**src/rtl/rom_pixel_out.sv**
```systemverilog
// rom_pixel_out: registers the scan address to the image ROM, captures the ROM
// colour word and delays hs/vs/de by the ROM read latency so sync and pixel
// data leave aligned. Adds colour-bar and solid-colour test modes that switch
// only at frame start, and counts frames.
module rom_pixel_out #(
  parameter int          ROM_LAT   = 2,
  parameter int          H_ACTIVE  = 1920,
  parameter logic [23:0] SOLID_RGB = 24'h0000FF
) (
  input  logic        clk,
  input  logic        rst,
  input  logic        hs_in,
  input  logic        vs_in,
  input  logic        de_in,
  input  logic [16:0] addr_in,
  input  logic [1:0]  mode,
  output logic [16:0] rom_addr,
  input  logic [23:0] rom_q,
  output logic        hs,
  output logic        vs,
  output logic        de,
  output logic [23:0] rgb,
  output logic [15:0] frame_cnt
);

  // L register stages: address, ROM_LAT inside the ROM, output colour.
  localparam int L      = ROM_LAT + 2;
  localparam int BAR_W  = H_ACTIVE / 8;
  localparam int BAR_CW = $clog2(BAR_W + 1);
  localparam logic [BAR_CW-1:0] BAR_LAST = BAR_CW'(BAR_W - 1);

  typedef enum logic {WAIT_VS, RUN} state_t;

  state_t            r_state;
  state_t            w_state_nxt;
  logic              r_vs_prev;
  logic              w_vs_rise;
  logic              w_run_in;
  logic [1:0]        r_mode_act;
  logic [15:0]       r_frame_cnt;
  logic [16:0]       r_rom_addr_p0;
  logic [L-1:0]      r_hs_p;
  logic [L-1:0]      r_vs_p;
  logic [L-1:0]      r_de_p;
  logic              w_de_pre;
  logic [BAR_CW-1:0] r_bar_px;
  logic [2:0]        r_bar_idx;
  logic [23:0]       w_rgb_nxt;
  logic [23:0]       r_rgb_p;

  function automatic logic [23:0] bar_colour(input logic [2:0] idx);
    logic [23:0] c;
    case (idx)
      3'd0:    c = 24'hFFFFFF;
      3'd1:    c = 24'hFFFF00;
      3'd2:    c = 24'h00FFFF;
      3'd3:    c = 24'h00FF00;
      3'd4:    c = 24'hFF00FF;
      3'd5:    c = 24'hFF0000;
      3'd6:    c = 24'h0000FF;
      default: c = 24'h000000;
    endcase
    return c;
  endfunction

  // A vs_in already high when reset is released must not look like an edge,
  // so the previous-value register keeps tracking vs_in through reset.
  assign w_vs_rise = vs_in & ~r_vs_prev;

  // Previous vs_in for frame-start edge detection.
  always_ff @(posedge clk) begin
    r_vs_prev <= vs_in;
  end

  // State register: wait for the first frame start after reset.
  always_ff @(posedge clk) begin
    if (rst) r_state <= WAIT_VS;
    else     r_state <= w_state_nxt;
  end

  // Next state; w_run_in lets syncs into the pipeline from the first vs_in rise on.
  always_comb begin
    w_state_nxt = r_state;
    w_run_in    = 1'b0;
    case (r_state)
      WAIT_VS: begin
        if (w_vs_rise) begin
          w_state_nxt = RUN;
          w_run_in    = 1'b1;
        end
      end
      RUN:     w_run_in = 1'b1;
      default: w_state_nxt = WAIT_VS;
    endcase
  end

  // Mode latch and frame counter, both stepped only at frame start.
  always_ff @(posedge clk) begin
    if (rst) begin
      r_mode_act  <= 2'd0;
      r_frame_cnt <= 16'd0;
    end else if (w_vs_rise) begin
      r_mode_act  <= mode;
      r_frame_cnt <= r_frame_cnt + 16'd1;
    end
  end

  // Stage 0 address register and the L-deep sync delay line (gated while waiting).
  always_ff @(posedge clk) begin
    if (rst) begin
      r_rom_addr_p0 <= '0;
      r_hs_p        <= '0;
      r_vs_p        <= '0;
      r_de_p        <= '0;
    end else begin
      r_rom_addr_p0 <= addr_in;
      r_hs_p        <= {r_hs_p[L-2:0], hs_in & w_run_in};
      r_vs_p        <= {r_vs_p[L-2:0], vs_in & w_run_in};
      r_de_p        <= {r_de_p[L-2:0], de_in & w_run_in};
    end
  end

  // de as seen by the final stage, aligned with rom_q for the same pixel.
  assign w_de_pre = r_de_p[L-2];

  // Bar position: counts active pixels of the line, index saturates at the last bar.
  always_ff @(posedge clk) begin
    if (rst || !w_de_pre) begin
      r_bar_px  <= '0;
      r_bar_idx <= 3'd0;
    end else if (r_bar_px == BAR_LAST) begin
      r_bar_px  <= '0;
      if (r_bar_idx != 3'd7) r_bar_idx <= r_bar_idx + 3'd1;
    end else begin
      r_bar_px  <= r_bar_px + 1'b1;
    end
  end

  // Colour source select; blanked whenever the pixel is outside de.
  always_comb begin
    w_rgb_nxt = 24'h000000;
    if (w_de_pre) begin
      case (r_mode_act)
        2'd1:    w_rgb_nxt = bar_colour(r_bar_idx);
        2'd2:    w_rgb_nxt = SOLID_RGB;
        default: w_rgb_nxt = rom_q;
      endcase
    end
  end

  // Final stage colour register.
  always_ff @(posedge clk) begin
    if (rst) r_rgb_p <= 24'h000000;
    else     r_rgb_p <= w_rgb_nxt;
  end

  assign rom_addr  = r_rom_addr_p0;
  assign hs        = r_hs_p[L-1];
  assign vs        = r_vs_p[L-1];
  assign de        = r_de_p[L-1];
  assign rgb       = r_rgb_p;
  assign frame_cnt = r_frame_cnt;

endmodule

```
**config.mk**
```make
export PLATFORM = sky130hd
export DESIGN_NAME = rom_pixel_out
export DESIGN_NICKNAME = d
export VERILOG_FILES = /design/src/rtl/rom_pixel_out.sv
export SDC_FILE = /design/constraint.sdc
export NUM_CORES = 1
export LEC_CHECK = 0
export CAP_MARGIN = 10
export CORE_ASPECT_RATIO = 1.25
export CORE_MARGIN = 1.5
export CORE_UTILIZATION = 47
export DETAILED_ROUTE_END_ITERATION = 16
export PLACE_DENSITY = 0.91
export SLEW_MARGIN = 30
export SYNTH_ARGS = -nofsm -noshare
export SYNTH_HDL_FRONTEND = slang
export SYNTH_SLANG_ARGS = --single-unit
```
**constraint.sdc**
```tcl
create_clock -name clk -period 3.3 [get_ports clk]
set_clock_uncertainty 0.2 [all_clocks]
set_input_delay 0.66 -clock clk [delete_from_list [all_inputs] [get_ports clk]]
set_output_delay 0.66 -clock clk [all_outputs]
set_load 0.05 [all_outputs]
```
# After elaboration in Yosys (flattened, before gate mapping)
# Cells that the tools add are included.
classes:
  addsub: 3
  n_mul: 0
  div: 0
  magnitude_cmp: 0
  n_eq_ne: 10
  shifts: 0
  mux: 5
  bitwise: 7
  reduce_logical: 6
op_table:
  columns: ["operator", "n"]
  rows:
  - ["one-hot mux 24 bit (7 select lines)", 1]
  - ["one-hot mux 24 bit (2 select lines)", 1]
  - ["adder 16 x 1 -> 16 bit, second input constant", 1]
  - ["equality test 3 bit, second input constant", 3]
  - ["adder 8 x 1 -> 8 bit, second input constant", 1]
  - ["equality test 8 bit, second input constant", 1]
  - ["equality test 3 x 2 -> 1 bit, second input constant", 2]
  - ["AND 1 bit", 4]
  - ["OR reduction 2 bit", 2]
  - ["adder 3 x 1 -> 3 bit, second input constant", 1]
  - ["equality test 3 x 1 -> 1 bit, second input constant", 1]
  - ["zero test 3 bit", 1]
  - ["inequality test 3 bit, second input constant", 1]
  - ["inverter 1 bit", 3]
  - ["equality test 2 x 1 -> 1 bit, second input constant", 1]
  - ["equality test 2 bit, second input constant", 1]
  - ["2-to-1 mux 1 bit", 2]
  - ["one-hot mux 1 bit (2 select lines)", 1]
  - ["AND reduction 2 bit", 1]
  - ["zero test 1 bit", 1]
  - ["logical OR 1 bit", 1]
totals:
  reg_bits: 84
  latchBits: 0
  ram_bits: 0
  rom_bits: 0
  input_bits: 48
  output_inout_bits: 60
  wordCells: 42
  mem_count: 0

# Logic depth before layout (Yosys ltp)
# Gate-level depths: netlist of run 1.
depth:
  ltp_word: 5
  mapped_depth: 7

# Worst setup path before layout of run 1
# Ideal clock, no wire load.
synth_path:
  kind: "register to register"
  start: "reg r_frame_cnt[0], in the netlist frame_cnt[0]"
  end: "reg r_frame_cnt[12], in the netlist frame_cnt[12]"
  setup_ns: 0.070
  t_arrival_ns: 1.870
  setup_slack_ns: 1.160
  path_stages_with_launch: 6
  period_less_slack_ns: 2.140
  path_cell_list: "dfxtp_1 ha_1 and4b_1 nand2_1 or4_1 a21oi_1"
synth_between:
  elab_chain_cells: 1
synth_rtl:
  columns: ["element", "line", "source"]
  rows:
  - ["from (decl)", "40", "logic [15:0] r_frame_cnt;"]
  - ["from (signal assigned)", "104", "r_frame_cnt <= r_frame_cnt + 16'd1;"]
  - ["adder 16 x 1 -> 16 bit", "104", null]
# Every way passes these cells.
# A chain may end at the register's enable or synchronous reset.

# Worst setup path after layout of run 1
layout_path:
  start: "reg r_frame_cnt[7], in the netlist frame_cnt[7]"
  end: "out frame_cnt[7]"
layout_rtl:
  columns: ["element", "line", "source"]
  rows:
  - ["to (decl)", "23", "output logic [15:0] frame_cnt"]
# No word-level cell between the ends.

==> qor.csv, run 1 <==
metric,value,unit
DRC Markers,0,
clk slew on worst S/H paths,0.08,ns
Slowest cell on crit path,clkdlybuf4s50_1,
Vias,2369,
Total GRT Usage,18.0,%
TritonCTS buffer count,9,
Post-synth EDFFs,0,
CP Data Required Time,2.44,ns
total die area,6720,sq um
first-pass GRT wire length,9450,um
Worst EP arrival,1.69,ns
Synthesized Nets,354,
type of origin of the critical path,register,
CTS tree,yes,
Unique masters post-synth,35,
Crit Path Class,reg2out,
Fin. Hold Viols,0,
share of post-route cells with drive strength above 1,5.39,%
crit-path max FO,6,
Power Dens Cells,470,nW/um^2
ant diodes,0,
Avg Vias per Cell,4.81,
Core Region,6090,sq um
Yosys reg bits,84,
worst rel slew slack,48.6,%
leakage,0.00162,uW
critical path capture point type,output pin,
worst vdd ir,0.000411,V
"Slew Viols, Final",0,
WP buf/inv,1,
die height,91.3,um
fin cells,493,
fin nets,461,
Worst Tran Pin Value,0.765,ns
Synth Warn #,0,
Setup Viol. Count Final,0,
Syn Area/Cell,9.90,sq um
status,finished clean,
pre-CTS setup slack,0.736,ns
dpl hpwl,4400,um
Filler Cell Count,461,
predominant post-synthesis flop cell,dfxtp_1,
clock buffer depth,2,
post_cts resized,0,
RSZ-0062 raised after global routing,no,
# port buffers,107,
placed cells,477,
Final ANT Viol Nets,0,
Final Critical Period,2.55,ns
Clock Latency Late Sink,0.34,ns
routability cong.,0.799,
Max Cap Viol,0,
DRT Pass-1 Iters,4,
top-count cell post-synth,dfxtp_1,
Rows,32,
Clock Sinks,84,
largest net degree at the start of global routing,45,
initial antenna violation count,0,
setup TNS,0,ns
Hold WS,0.240,ns
CP top delay family,buffers and inverters,
CTS root buf,clkbuf_8,
crit path cell chain,clkdlybuf4s50_1,
cts hold-fix bufs,0,
Synth area leaders,"dfxtp_1 (57%), nor2b_1 (5.8%), a21oi_1 (5.6%), ha_1 (4.3%), nand2_1 (4.1%)",
effective utilization at floorplan,48.1,%
number of global-route vias before repair,2201,
fmax,393,MHz
GR Overflow Total,0,
Die X,73.6,um
top post-synthesis cells by count,"dfxtp_1 (84), a21oi_1 (33), nand2_1 (32), nor2b_1 (27), nor2_1 (26)",
# IOs,108,
Min-Delay Path Class,reg2reg,
Routed WL per cell,12.4,um
final wirelength,6100,um
Post-Syn Instances,296,
CP peak stage delay,0.86,ns
register area share after synthesis,57.4,%
Syn-to-layout area delta,45.8,%
Synth Cell Area,2930,sq um
final worst slack,0.755,ns
initial DRC count,99,
Final period util,77.1,%
Post-CTS Setup Inserts,0,
Post-synth ARST share,0,%
top cell type's share of synthesized area,57.4,%
Yosys top cell by area,dfxtp_1,
CTS H-tree lvls,3,
[layer usage]
metal / vias up / wire length (um) / GRT usage (%)
met3: 10 / 309 / 3.66
met4: 0 / 119 / 9.10
met1: 1089 / 2470 / 19.4
li1: 1193 / - / -
met5: - / 0 / 0
met2: 77 / 3200 / 32.3
[stage by stage]
stage          power (uW)  utilization (%)  area, sq um
5_1_grt              2070             70.2         4270
2_1_floorplan        1160                -         2930
3_5_place_dp         1260             66.6         4060
6_report             2010             70.2         4270
4_1_cts              2020             70.2         4270
3_3_place_gp         1250             66.6         4060
[layout make-up]
cell class / count / area (sq um) / area share (%)
clock buffers: 10 / 128 / 2.99
well taps: 85 / 106 / 2.49
inverters: 8 / 30.0 / 0.703
clock inverters: 6 / 88.8 / 2.08
flip-flops and latches: 84 / 1680 / 39.4
repair buffers: 109 / 1090 / 25.4
multi-input cells: 191 / 1150 / 26.9
[state kept, by name (all words and copies together) (netlist names)]
register / flops
frame_cnt: 16
r_vs_prev: 1
rgb: 24
r_vs_p: 4
rom_addr: 17
r_state: 1
r_de_p: 4
r_bar_px: 8
r_hs_p: 4
r_bar_idx: 3
r_mode_act: 2
[cells in the final DEF (no fill, tap or decap), types with 2 or more instances in the layout]
cell / netlist / routed
a21oi_1: 33 / 33
xor2_1: 11 / 11
and4b_1: 2 / 2
nand2b_1: 2 / 2
bufinv_16: 0 / 2
xnor2_1: 4 / 4
nor2b_1: 27 / 27
o21ai_0: 3 / 3
or4_1: 5 / 5
ha_1: 10 / 10
clkinvlp_4: 0 / 2
nor2_1: 26 / 26
o31ai_1: 5 / 5
and2_1: 3 / 3
mux2i_1: 2 / 2
inv_1: 8 / 8
nand2_1: 32 / 32
and3_1: 2 / 2
buf_4: 0 / 2
dfxtp_1: 84 / 84
nand4_1: 3 / 3
clkdlybuf4s50_1: 0 / 107
or3_1: 2 / 2
clkbuf_8: 1 / 9
nand3_1: 9 / 9
[report_power, final]
part / switching [uW] / internal (uW) / total (uW)
clock network: 352 / 426 / 778
registers: 7.47 / 1030 / 1040
logic: 98.9 / 91.9 / 191
total: 458 / 1550 / 2010
[kinds of logic (layout without fill, tap and decap cells)]
| logic type | after synthesis | after routing | synth area share [%] |
|---|---|---|---|
| compound gates | 45 | 45 | 8.33 |
| buf+inv | 21 | 133 | 3.33 |
| flops | 84 | 84 | 57.4 |
| fa+ha+maj | 10 | 10 | 4.27 |
| xor+xnor | 15 | 15 | 4.48 |
| simple gates | 119 | 119 | 21.5 |
| mux | 2 | 2 | 0.683 |
[final timing paths]
check	start	to	slack, ns	cells past startpoint
worst max register to register	r_mode_act[0]	rgb[13]	1.15	5
worst min-delay path	r_vs_p[1]	r_vs_p[2]	0.24	1
worst max-delay path	frame_cnt[7]	frame_cnt[7]	0.75	1
worst min register to register	r_vs_p[1]	r_vs_p[2]	0.24	1
Power figures use the tool's default switching activity.
==> run 2: changes to the inputs <==
- CORE_UTILIZATION: 47 -> 39
- PLACE_DENSITY: 0.91 -> 0.81
- clock period: 3.3 -> 2.05 ns (I/O delays scaled with it)
==> run 2 against run 1 <==
  * Hold slack got worse by 0.0072 ns
  * Clock power increased by 39%
  * Sequential cell count is the same
  * Critical path depth increased by 5
  * Power grew 52%
  * Wire length decreased by 2.0%
  * Sequential share of layout area grew 0.50 points
  * Combinational power rose by 59%
  * Largest cell class unchanged
  * Die area rose by 20%
  * Clock-buffer cell count is 1 lower
==> qor.csv, run 2 (synthesized netlist as in run 1, its figures left out) <==
metric,value,unit,change
final core utilization,58.1,%,was 70.2%
Core Region,7310,sq um,was 6090 sq um
Largest register FFs,24,,unchanged
total die area,8050,sq um,was 6720 sq um
final wirelength,5980,um,was 6100 um
placed cells,495,,was 477
largest net degree at the start of global routing,45,,unchanged
Total GRT Usage,15.2,%,was 18.0%
Die X,80.5,um,was 73.6 um
Crit Path Class,reg2reg,,was reg2out
# port buffers,107,,unchanged
crit-path max FO,8,,was 6
ant diodes,0,,unchanged
TritonCTS buffer count,9,,unchanged
Setup Viol. Count Final,0,,unchanged
CTS root buf,clkbuf_8,,unchanged
Slowest cell on crit path,or4_4,,was clkdlybuf4s50_1
GR Overflow Total,0,,unchanged
"commonest cells after routing, fill and taps aside","dfxtp_1 (77), buf_4 (50), clkdlybuf4s50_1 (47), a21oi_1 (33), nand2_1 (32)",,"was clkdlybuf4s50_1 (107), dfxtp_1 (84), a21oi_1 (33), nand2_1 (32), nor2b_1 (27)"
Worst Tran Pin Value,0.559,ns,was 0.765 ns
leakage,0.00185,uW,was 0.00162 uW
Clock Latency Late Sink,0.35,ns,was 0.34 ns
critical path capture point type,register,,was output pin
Final period util,96.2,%,
routability cong.,0.746,,was 0.799
CP peak stage delay,0.42,ns,was 0.86 ns
status,finished clean,,unchanged
dpl hpwl,4400,um,about the same
Vias,2384,,was 2369
CTS tree,yes,,unchanged
fmax,507,MHz,
Clock Sinks,84,,unchanged
initial antenna violation count,0,,unchanged
Most common cell on crit path,ha_1,,
Fin. Hold Viols,0,,unchanged
effective utilization at floorplan,40.1,%,was 48.1%
"Slew Viols, Final",0,,unchanged
Max Cap Viol,0,,unchanged
Filler Cell Count,647,,was 461
Worst EP arrival,2.00,ns,was 1.69 ns
type of origin of the critical path,register,,unchanged
CTS H-tree lvls,3,,unchanged
Avg Vias per Cell,4.66,,was 4.81
worst vdd ir,0.000555,V,was 0.000411 V
Final ANT Viol Nets,0,,unchanged
clock buffer depth,2,,unchanged
worst rel slew slack,62.5,%,was 48.6%
Rows,35,,was 32
die height,99.9,um,was 91.3 um
Final Critical Period,1.97,ns,
cts hold-fix bufs,0,,unchanged
crit path cell chain,"ha_1, ha_1, or4_4, a31oi_1, or2_4, a21oi_1",,was clkdlybuf4s50_1
Hold WS,0.233,ns,was 0.240 ns
fin cells,512,,was 493
first-pass GRT wire length,9490,um,was 9450 um
initial DRC count,76,,was 99
CP Data Required Time,2.08,ns,was 2.44 ns
number of global-route vias before repair,2207,,was 2201
clk slew on worst S/H paths,0.09,ns,was 0.08 ns
RSZ-0062 raised after global routing,no,,unchanged
Power Dens Cells,720,nW/um^2,was 470 nW/um^2
DRC Markers,0,,unchanged
"commonest non-fill, non-tap cell in the layout",dfxtp_1,,was clkdlybuf4s50_1
# IOs,108,,unchanged
share of post-route cells with drive strength above 1,19.0,%,was 5.39%
fin nets,473,,was 461
DRT Pass-1 Iters,3,,was 4
Min-Delay Path Class,reg2reg,,unchanged
Routed WL per cell,11.7,um,was 12.4 um
Syn-to-layout area delta,44.9,%,was 45.8%
[run 2: worst paths after layout]
check	from	end	slack (ns)	depth (start not counted)
min	r_hs_p[1]	r_hs_p[2]	0.23	1
max reg2reg	r_bar_idx[0]	rgb[1]	0.08	6
max	r_bar_idx[0]	rgb[1]	0.08	6
min reg2reg	r_hs_p[1]	r_hs_p[2]	0.23	1
[run 2: critical path: cells and delay by family (launching register included)]
kind,cells,cell delay (ns)
AND/OR/NAND/NOR,2,0.61
AO/OA/AOI/OAI,2,0.27
adder cells (fa/ha/maj),2,0.41
flip-flops,1,0.36
[run 2: area by class of cell]
cell class              count  area, sq um  area share [%]
clock inverters             7         60.1            1.41
repair buffers            121         1070            25.1
well taps                  92          115            2.71
flip-flops and latches     84         1690            39.9
clock buffers               9          124            2.92
multi-input cells         191         1160            27.3
inverters                   8         30.0           0.707
[run 2: layer usage]
layer  vias to the layer above  global-route usage (%)  part of all wire (%)
li1                       1220                       -                     -
met2                        68                    27.3                    52
met5                         -                       0                     0
met3                        10                    4.91                   6.2
met1                      1086                    16.0                    40
met4                         0                    6.63                   1.6
[run 2: what timing repair did]
| action | in CTS | in global routing |
|---|---|---|
| cloned | 0 | 0 |
| pin swaps | 1 | 2 |
| endpoints found under the setup margin | 28 | 9 |
| resized for setup | 24 | 4 |
| buffers inserted | 1 | 0 |
[run 2: metrics by stage]
step	power (uW)	TNS, ns	cell area [sq um]	worst slack, ns
after floorplan	1870	0	2940	0.0000751
after global placement	2020	-0.384	4070	-0.130
after detailed placement	2030	-0.643	4070	-0.158
after CTS	3100	0	4240	0.0128
after global routing	3190	0	4250	0.0148
final	3060	0	4250	0.0781
[run 2: power by group]
| group | internal, uW | total [uW] | switching, uW |
|---|---|---|---|
| sequential | 1660 | 1670 | 10.8 |
| combinational | 144 | 304 | 160 |
| clock | 460 | 1080 | 620 |
| total | 2270 | 3060 | 791 |
